**config.mk**
```make
export PLATFORM = sky130hd
export DESIGN_NAME = multicycle_sequencer
export DESIGN_NICKNAME = d
export VERILOG_FILES = /design/src/rtl/multicycle_sequencer.sv
export SDC_FILE = /design/constraint.sdc
export NUM_CORES = 1
export LEC_CHECK = 0
export BUFFER_PORTS_ARGS = -buffer_cell sky130_fd_sc_hd__buf_2
export CORE_MARGIN = 3
export CORE_UTILIZATION = 54
export DETAILED_ROUTE_END_ITERATION = 6
export PLACE_DENSITY = 0.94
export SLEW_MARGIN = 10
export SYNTH_ARGS = -nofsm -noshare
export SYNTH_HDL_FRONTEND = slang
export SYNTH_SLANG_ARGS = --single-unit
```
**constraint.sdc**
```tcl
create_clock -name i_clk -period 3.1 [get_ports i_clk]
set_input_delay 0.62 -clock i_clk [delete_from_list [all_inputs] [get_ports i_clk]]
set_output_delay 0.62 -clock i_clk [all_outputs]
set_load 0.02 [all_outputs]
```
**src/rtl/multicycle_sequencer.sv**
```systemverilog
// Multi-cycle MIPS control FSM. One memory port is shared between instruction fetch and data access.
// A sticky fault is raised on an illegal opcode or when memory stays busy for too long.
module multicycle_sequencer #(
    parameter int MEM_TIMEOUT = 16
) (
    input  logic       i_clk,
    input  logic       i_rst,
    input  logic [5:0] i_opcode,
    input  logic       i_zero,
    input  logic       i_memReady,
    output logic       o_pcWrite,
    output logic       o_irWrite,
    output logic       o_iorD,
    output logic       o_memRead,
    output logic       o_memWrite,
    output logic       o_byteEn,
    output logic       o_regWrite,
    output logic       o_regDst,
    output logic       o_memToReg,
    output logic       o_linkWrite,
    output logic       o_ALUsrcA,
    output logic [1:0] o_ALUsrcB,
    output logic [2:0] o_ALUop,
    output logic [1:0] o_pcSource,
    output logic       o_instrDone,
    output logic       o_fault,
    output logic [2:0] o_state
);
    // ALU operation codes shared with the datapath ALU decoder
    localparam logic [2:0] ALUOP_AND   = 3'b000;
    localparam logic [2:0] ALUOP_OR    = 3'b001;
    localparam logic [2:0] ALUOP_ADD   = 3'b010;
    localparam logic [2:0] ALUOP_RTYPE = 3'b011;
    localparam logic [2:0] ALUOP_SUB   = 3'b110;
    localparam logic [2:0] ALUOP_LESS  = 3'b111;

    localparam logic [5:0] OP_R    = 6'd0;
    localparam logic [5:0] OP_ADDI = 6'd2;
    localparam logic [5:0] OP_SUBI = 6'd3;
    localparam logic [5:0] OP_ANDI = 6'd4;
    localparam logic [5:0] OP_ORI  = 6'd5;
    localparam logic [5:0] OP_SLTI = 6'd7;
    localparam logic [5:0] OP_LW   = 6'd8;
    localparam logic [5:0] OP_LB   = 6'd9;
    localparam logic [5:0] OP_SW   = 6'd10;
    localparam logic [5:0] OP_SB   = 6'd11;
    localparam logic [5:0] OP_MOVE = 6'd20;
    localparam logic [5:0] OP_BEQ  = 6'd23;
    localparam logic [5:0] OP_BNE  = 6'd27;
    localparam logic [5:0] OP_J    = 6'd38;
    localparam logic [5:0] OP_JAL  = 6'd39;

    localparam int CW = $clog2(MEM_TIMEOUT);
    localparam logic [CW-1:0] WAIT_LIMIT = CW'(MEM_TIMEOUT - 1);

    typedef enum logic [2:0] {
        S_FETCH  = 3'd0,
        S_DECODE = 3'd1,
        S_EXEC   = 3'd2,
        S_MEM    = 3'd3,
        S_WB     = 3'd4,
        S_BRANCH = 3'd5,
        S_JUMP   = 3'd6,
        S_FAULT  = 3'd7
    } state_t;

    state_t          r_state;
    state_t          w_nextState;
    logic [5:0]      r_opReg;
    logic [CW-1:0]   r_waitCnt;

    logic w_isLoad, w_isStore, w_isByte, w_isMem, w_memWait, w_timeout;

    assign w_isLoad  = (r_opReg == OP_LW) || (r_opReg == OP_LB);
    assign w_isStore = (r_opReg == OP_SW) || (r_opReg == OP_SB);
    assign w_isByte  = (r_opReg == OP_LB) || (r_opReg == OP_SB);
    assign w_isMem   = w_isLoad || w_isStore;
    assign w_memWait = ((r_state == S_FETCH) || (r_state == S_MEM)) && !i_memReady;
    assign w_timeout = w_memWait && (r_waitCnt == WAIT_LIMIT);

    // The wait counter only survives while the FSM sits in the same memory state with memReady low
    always_ff @(posedge i_clk) begin
        if (i_rst) begin
            r_state   <= S_FETCH;
            r_opReg   <= '0;
            r_waitCnt <= '0;
        end else begin
            r_state <= w_nextState;
            if (r_state == S_DECODE)
                r_opReg <= i_opcode;
            if (w_memWait && (w_nextState == r_state))
                r_waitCnt <= r_waitCnt + CW'(1);
            else
                r_waitCnt <= '0;
        end
    end

    always_comb begin
        w_nextState = r_state;
        o_pcWrite   = 1'b0;
        o_irWrite   = 1'b0;
        o_iorD      = 1'b0;
        o_memRead   = 1'b0;
        o_memWrite  = 1'b0;
        o_byteEn    = 1'b0;
        o_regWrite  = 1'b0;
        o_regDst    = 1'b0;
        o_memToReg  = 1'b0;
        o_linkWrite = 1'b0;
        o_ALUsrcA   = 1'b0;
        o_ALUsrcB   = 2'b00;
        o_ALUop     = ALUOP_AND;
        o_pcSource  = 2'b00;
        o_instrDone = 1'b0;
        o_fault     = (r_state == S_FAULT);
        o_state     = r_state;

        case (r_state)
            S_FETCH: begin
                o_memRead = 1'b1;
                o_ALUsrcB = 2'b01;
                o_ALUop   = ALUOP_ADD;
                if (i_memReady) begin
                    o_irWrite   = 1'b1;
                    o_pcWrite   = 1'b1;
                    w_nextState = S_DECODE;
                end else if (w_timeout) begin
                    w_nextState = S_FAULT;
                end
            end
            S_DECODE: begin
                o_ALUsrcB = 2'b11;
                o_ALUop   = ALUOP_ADD;
                case (i_opcode)
                    OP_R, OP_ADDI, OP_SUBI, OP_ANDI, OP_ORI, OP_SLTI,
                    OP_LW, OP_LB, OP_SW, OP_SB:  w_nextState = S_EXEC;
                    OP_BEQ, OP_BNE:              w_nextState = S_BRANCH;
                    OP_J, OP_JAL:                w_nextState = S_JUMP;
                    OP_MOVE:                     w_nextState = S_WB;
                    default:                     w_nextState = S_FAULT;
                endcase
            end
            S_EXEC: begin
                o_ALUsrcA = 1'b1;
                o_ALUsrcB = 2'b10;
                case (r_opReg)
                    OP_R: begin
                        o_ALUsrcB = 2'b00;
                        o_ALUop   = ALUOP_RTYPE;
                    end
                    OP_SUBI: o_ALUop = ALUOP_SUB;
                    OP_ANDI: o_ALUop = ALUOP_AND;
                    OP_ORI:  o_ALUop = ALUOP_OR;
                    OP_SLTI: o_ALUop = ALUOP_LESS;
                    default: o_ALUop = ALUOP_ADD;
                endcase
                w_nextState = w_isMem ? S_MEM : S_WB;
            end
            S_MEM: begin
                o_iorD     = 1'b1;
                o_memRead  = w_isLoad;
                o_memWrite = w_isStore;
                o_byteEn   = w_isByte;
                if (i_memReady) begin
                    o_instrDone = w_isStore;
                    w_nextState = w_isLoad ? S_WB : S_FETCH;
                end else if (w_timeout) begin
                    w_nextState = S_FAULT;
                end
            end
            S_WB: begin
                o_regWrite  = 1'b1;
                o_regDst    = (r_opReg == OP_R);
                o_memToReg  = w_isLoad;
                o_instrDone = 1'b1;
                w_nextState = S_FETCH;
            end
            S_BRANCH: begin
                o_ALUsrcA   = 1'b1;
                o_ALUop     = ALUOP_SUB;
                o_pcSource  = 2'b01;
                o_pcWrite   = ((r_opReg == OP_BEQ) && i_zero) || ((r_opReg == OP_BNE) && !i_zero);
                o_instrDone = 1'b1;
                w_nextState = S_FETCH;
            end
            S_JUMP: begin
                o_pcWrite   = 1'b1;
                o_pcSource  = 2'b10;
                o_regWrite  = (r_opReg == OP_JAL);
                o_linkWrite = (r_opReg == OP_JAL);
                o_instrDone = 1'b1;
                w_nextState = S_FETCH;
            end
            S_FAULT: w_nextState = S_FAULT;
        endcase

        // Reset silences every output, so an aborted instruction never leaks a strobe
        if (i_rst) begin
            o_pcWrite   = 1'b0;
            o_irWrite   = 1'b0;
            o_iorD      = 1'b0;
            o_memRead   = 1'b0;
            o_memWrite  = 1'b0;
            o_byteEn    = 1'b0;
            o_regWrite  = 1'b0;
            o_regDst    = 1'b0;
            o_memToReg  = 1'b0;
            o_linkWrite = 1'b0;
            o_ALUsrcA   = 1'b0;
            o_ALUsrcB   = 2'b00;
            o_ALUop     = ALUOP_AND;
            o_pcSource  = 2'b00;
            o_instrDone = 1'b0;
            o_fault     = 1'b0;
            o_state     = 3'd0;
        end
    end

endmodule

```
Word-level counts from Yosys, hierarchy flattened
Memory sizes are Yosys's and may differ from the RTL's.
Index checks and enable logic that the tools add are counted.
{"block": "classes", "n_addsub": 1, "n_mul": 0, "div_mod_pow": 0, "magnitude_cmp": 0, "eq_ne": 20, "shift": 0, "n_mux": 42, "bitwise": 1, "n_reduce_logical": 19}
{"op": "6-bit by 4-bit == test with 1-bit output (second input constant)", "count": 4}
{"op": "1-bit 2-to-1 mux", "count": 23}
{"op": "3-bit 2-to-1 mux", "count": 7}
{"op": "6-bit by 3-bit == test with 1-bit output (second input constant)", "count": 3}
{"op": "3-bit one-hot mux with 6 select lines", "count": 1}
{"op": "3-bit one-hot mux with 5 select lines", "count": 1}
{"op": "3-bit == test (second input constant)", "count": 4}
{"op": "6-bit by 5-bit == test with 1-bit output (second input constant)", "count": 2}
{"op": "3-bit one-hot mux with 3 select lines", "count": 1}
{"op": "3-bit by 2-bit == test with 1-bit output (second input constant)", "count": 2}
{"op": "6-bit by 2-bit == test with 1-bit output (second input constant)", "count": 1}
{"op": "6-bit == test (second input constant)", "count": 1}
{"op": "6-bit logical NOT", "count": 1}
{"op": "1-bit logical OR", "count": 6}
{"op": "2-bit 2-to-1 mux", "count": 3}
{"op": "1-bit one-hot mux with 2 select lines", "count": 3}
{"op": "2-bit one-hot mux with 3 select lines", "count": 1}
{"op": "2-bit OR reduction", "count": 3}
{"op": "1-bit logical AND", "count": 5}
{"op": "4-bit by 1-bit adder with 4-bit output (second input constant)", "count": 1}
{"op": "4-bit == test (second input constant)", "count": 1}
{"op": "2-bit one-hot mux with 2 select lines", "count": 1}
{"op": "3-bit by 1-bit == test with 1-bit output (second input constant)", "count": 1}
{"op": "3-bit == test", "count": 1}
{"op": "other kinds (5)", "count": 6}
{"block": "totals", "regBits": 13, "latch_bits": 0, "ramBits": 0, "rom_bits": 192, "inputBits": 10, "n_memories": 1}
{"name": "(name not given)", "words": 64, "word_bits": 3, "read_ports": 1, "rd_ports_with_merged_regs": 0, "write_ports": 0, "line_no": "134", "text": "case (i_opcode)"}

Logic depth before layout (Yosys ltp)
{"block": "logic_depth", "ltp_word": 11, "depth_mapped": 6, "ltp_nobuf": 6}

Worst setup path after synthesis
Ideal clock, no wire load.
{"block": "synth_path", "path_kind": "input to output", "from": "input port i_rst", "to": "output port o_byteEn", "arrival_time_ps": 1907, "path_slack_ps": 573, "cell_stages": 4, "path_buffers": 2, "path_cell_list": "buf_2 -> or2_2 -> buf_2 -> nor4_1"}
{"block": "synth_via", "elab_chain_len": 1}
{"element": "start: declaration", "line_no": "7", "text": "input logic i_rst,"}
{"element": "1-bit 2-to-1 mux", "line_no": "198", "text": "if (i_rst) begin"}
{"element": "end: declaration", "line_no": "16", "text": "output logic o_byteEn,"}
Every way passes these cells.

Worst setup path in the final report
{"block": "layout_path", "from": "register r_state[1]", "to": "output port o_ALUop[2]"}
{"block": "layout_via", "elab_chain_len": 4, "elab_cells_between_ends": 7, "cone_classes": "eq/ne (3); mux (2); reduce/logical (2)"}
{"element": "start: declaration", "line_no": "67", "text": "state_t r_state;"}
{"element": "start signal: assignment", "line_no": "88", "text": "r_state <= w_nextState;"}
{"element": "3-bit by 1-bit == test with 1-bit output / 3-bit logical NOT (equally long branches)", "line_no": "118", "text": "case (r_state)"}
{"element": "2-bit OR reduction (no line)"}
{"element": "3-bit one-hot mux with 3 select lines (*)", "line_no": "118"}
{"element": "3-bit 2-to-1 mux (*)", "line_no": "198"}
{"element": "end: declaration", "line_no": "23", "text": "output logic [2:0] o_ALUop,"}
Mark *: on every way between the ends. The rest lies on a longest branch, timed or not.

==> summary.md <==
| Metric | Value |
|---|---|
| Net count, final | `192` |
| Setup TNS | `0 ps` |
| Setup CP Type | `flop to output port` |
| Static Leak | `0.5335 nW` |
| Final hold vios | `0` |
| Status | `finished, final reports clean` |
| Max-slew headroom | `67.69%` |
| # rows | `15` |
| Startpoint Class | `flop` |
| GR Overflow Total | `0` |
| Layout area overhead | `17.48%` |
| Worst VDD drop | `0.4210 mV` |
| Initial Util | `58.44%` |
| Maxcap violations | `0` |
| Most common cell after layout, fill and taps aside | `buf_2` |
| 1st-iter DRT viols | `24` |
| Clk slew on worst S/H paths | `80 ps` |
| Most used DFF post-synth | `dfxtp_1` |
| Chip Height | `49.70 um` |
| H-tree levels | `1` |
| Worst hold path type | `flop to flop` |
| Core area | `1764 um2` |
| Final Slew Violations | `0` |
| Total wire length | `2740 um` |
| Most frequent cells in the layout | `buf_2, nor2_1, nand2_1, a21oi_1, dfxtp_1` |
| Hold_buf cts | `0` |
| Resized cells post-CTS | `0` |
| Worst Path Max Fanout | `15` |
| Post-route ant nets | `0` |
| # setup viols final | `0` |
| Vias | `1173` |
| RSZ-0062 raised after global routing | `no` |
| Die Area | `2470 um2` |
| Final instance area | `1211 um2` |
| Post-DP Area | `1185 um2` |
| Vias in the first global route | `1038` |
| Drt via density | `5.836` |
| PwrDens | `719.9 nW/um2` |
| DRC viols | `0` |
| Post-synth cell types | `43` |
| Final Cycle Share | `84.19%` |
| Layout cells sized above 1 | `22.73%` |
| Reg2Reg Setup Slack | `1270 ps` |
| I/O Buffers | `32` |
| Setup repair bufs after CTS | `0` |
| Post-Syn Instances | `149` |
| Layout Utilization | `68.65%` |
| Routability cong. | `0.8786` |
| Synth warn | `0` |
| N_diodes | `0` |
| CP arrival | `1990 ps` |
| Post-Syn Area per Cell | `6.919 um2` |
| TritonCTS Buffers | `3` |
| Initial antenna violation count | `0` |
| TritonCTS clock tree | `done` |
| CTS Buffer Depth | `2` |
| First-pass GRT wire length | `4636 um` |
| FF+latch count, synth | `13` |
| Hold Worst Slack | `450.0 ps` |
| Slew @ Worst Pin | `484.1 ps` |
| Width of the die | `49.70 um` |
| Async set or reset register ratio after synthesis | `0%` |
| CP Capture Type | `output port` |
| Total GRT Usage | `23.53%` |
| Top-Level Pins | `33` |
| Clock root cell | `clkbuf_4` |
| Total nets after synthesis | `164` |
| Largest net degree at the start of global routing | `20` |
| FMAX | `0.3832 GHz` |
| Post-Synthesis Cell Area | `1031 um2` |
| CTS sink count | `13` |
| Clk Latency, worst-skew pair | `270 ps` |
| Routed len/inst | `13.63 um` |
| Final Critical Period | `2610 ps` |
| Pre-antenna DRT Iters | `4` |
| Pwr Total | `0.8719 mW` |
| Sequential-to-total area share from yosys stat | `25.24%` |
| Post-synth EDFFs | `0` |
| Clock skew | `7.718 ps` |
| Critical Path RT | `2480 ps` |
| DPL Wire Length | `2119 um` |
==> cell type report <==
type	count	area, um2
timing repair buffer	32	160.2
sequential	13	260.3
clock buffer	4	26.28
tap	25	31.28
multi-input combinational	121	710.7
fill	167	553.0
inverter	6	22.52
==> layer usage <==
layer	track usage (%)	up-vias	routed length, um
met5	0	-	0
met4	9.217	0	38
met3	2.115	4	164
met2	39.65	53	1324
met1	30.73	531	1212
li1	-	585	-
==> path summary, 6_finish.rpt <==
kind / depth (start not counted) / endpoint / startpoint
max: 5 / o_ALUop[2] / r_state[1]$_SDFF_PP0_
min reg2reg: 1 / r_waitCnt[0]$_SDFF_PP0_ / r_waitCnt[0]$_SDFF_PP0_
max reg2reg: 4 / r_state[2]$_SDFF_PP0_ / r_opReg[2]$_SDFFE_PP0P_
min: 1 / r_waitCnt[0]$_SDFF_PP0_ / r_waitCnt[0]$_SDFF_PP0_
==> critical path, stage by stage, from the launching register on <==
cell	delay, ps
dfxtp_1	590
nor2b_1	310
nand2_1	100
or4_1	400
a21oi_1	140
buf_2	170
==> report_power, final <==
part           internal, mW  switching, mW
sequential            0.208         0.0909
combinational         0.177          0.294
clock                0.0498         0.0510
==> flip-flops by register name, indices dropped and copies added (netlist names) <==
signal,flops
r_opReg,6
r_state,3
r_waitCnt,4
==> synth_stat cells (2+ instances only) <==
cell      count  share of area (%)
a211oi_1      2                1.5
a21oi_1      14                6.8
a311oi_1      2                1.7
and3_1        2                1.2
buf_2         3                1.5
clkbuf_1      5                1.8
dfxtp_1      13                 25
ha_1          5                6.1
inv_1         6                2.2
nand2_1      21                7.6
nand2b_1      6                3.6
nand3_1       3                1.5
nor2_1       22                8.0
nor2b_1       5                3.0
nor3_1        6                2.9
nor4_1        3                1.8
nor4b_1       2                1.7
o22ai_1       3                1.8
or2_2         2                1.2
==> per-stage QoR <==
step / instances / worst slack [ps]
after detailed placement: 197 / 763.7
after global routing: 201 / 317.3
after global placement: 197 / 806.7
after floorplan: 149 / 572.7
after CTS: 201 / 518.6
final: 201 / 490.2
==> cells by family (layout without fill, tap and decap cells) <==
kind of cell    count (synthesis)  in the layout  synth area share, %
xor+xnor                        2              2                1.699
fa+ha+maj                       5              5                6.068
simple gates                   82             82                40.54
buf+inv                        15             42                5.825
flops                          13             13                25.24
compound gates                 32             32                20.63
(Power assumes the default switching activity.)
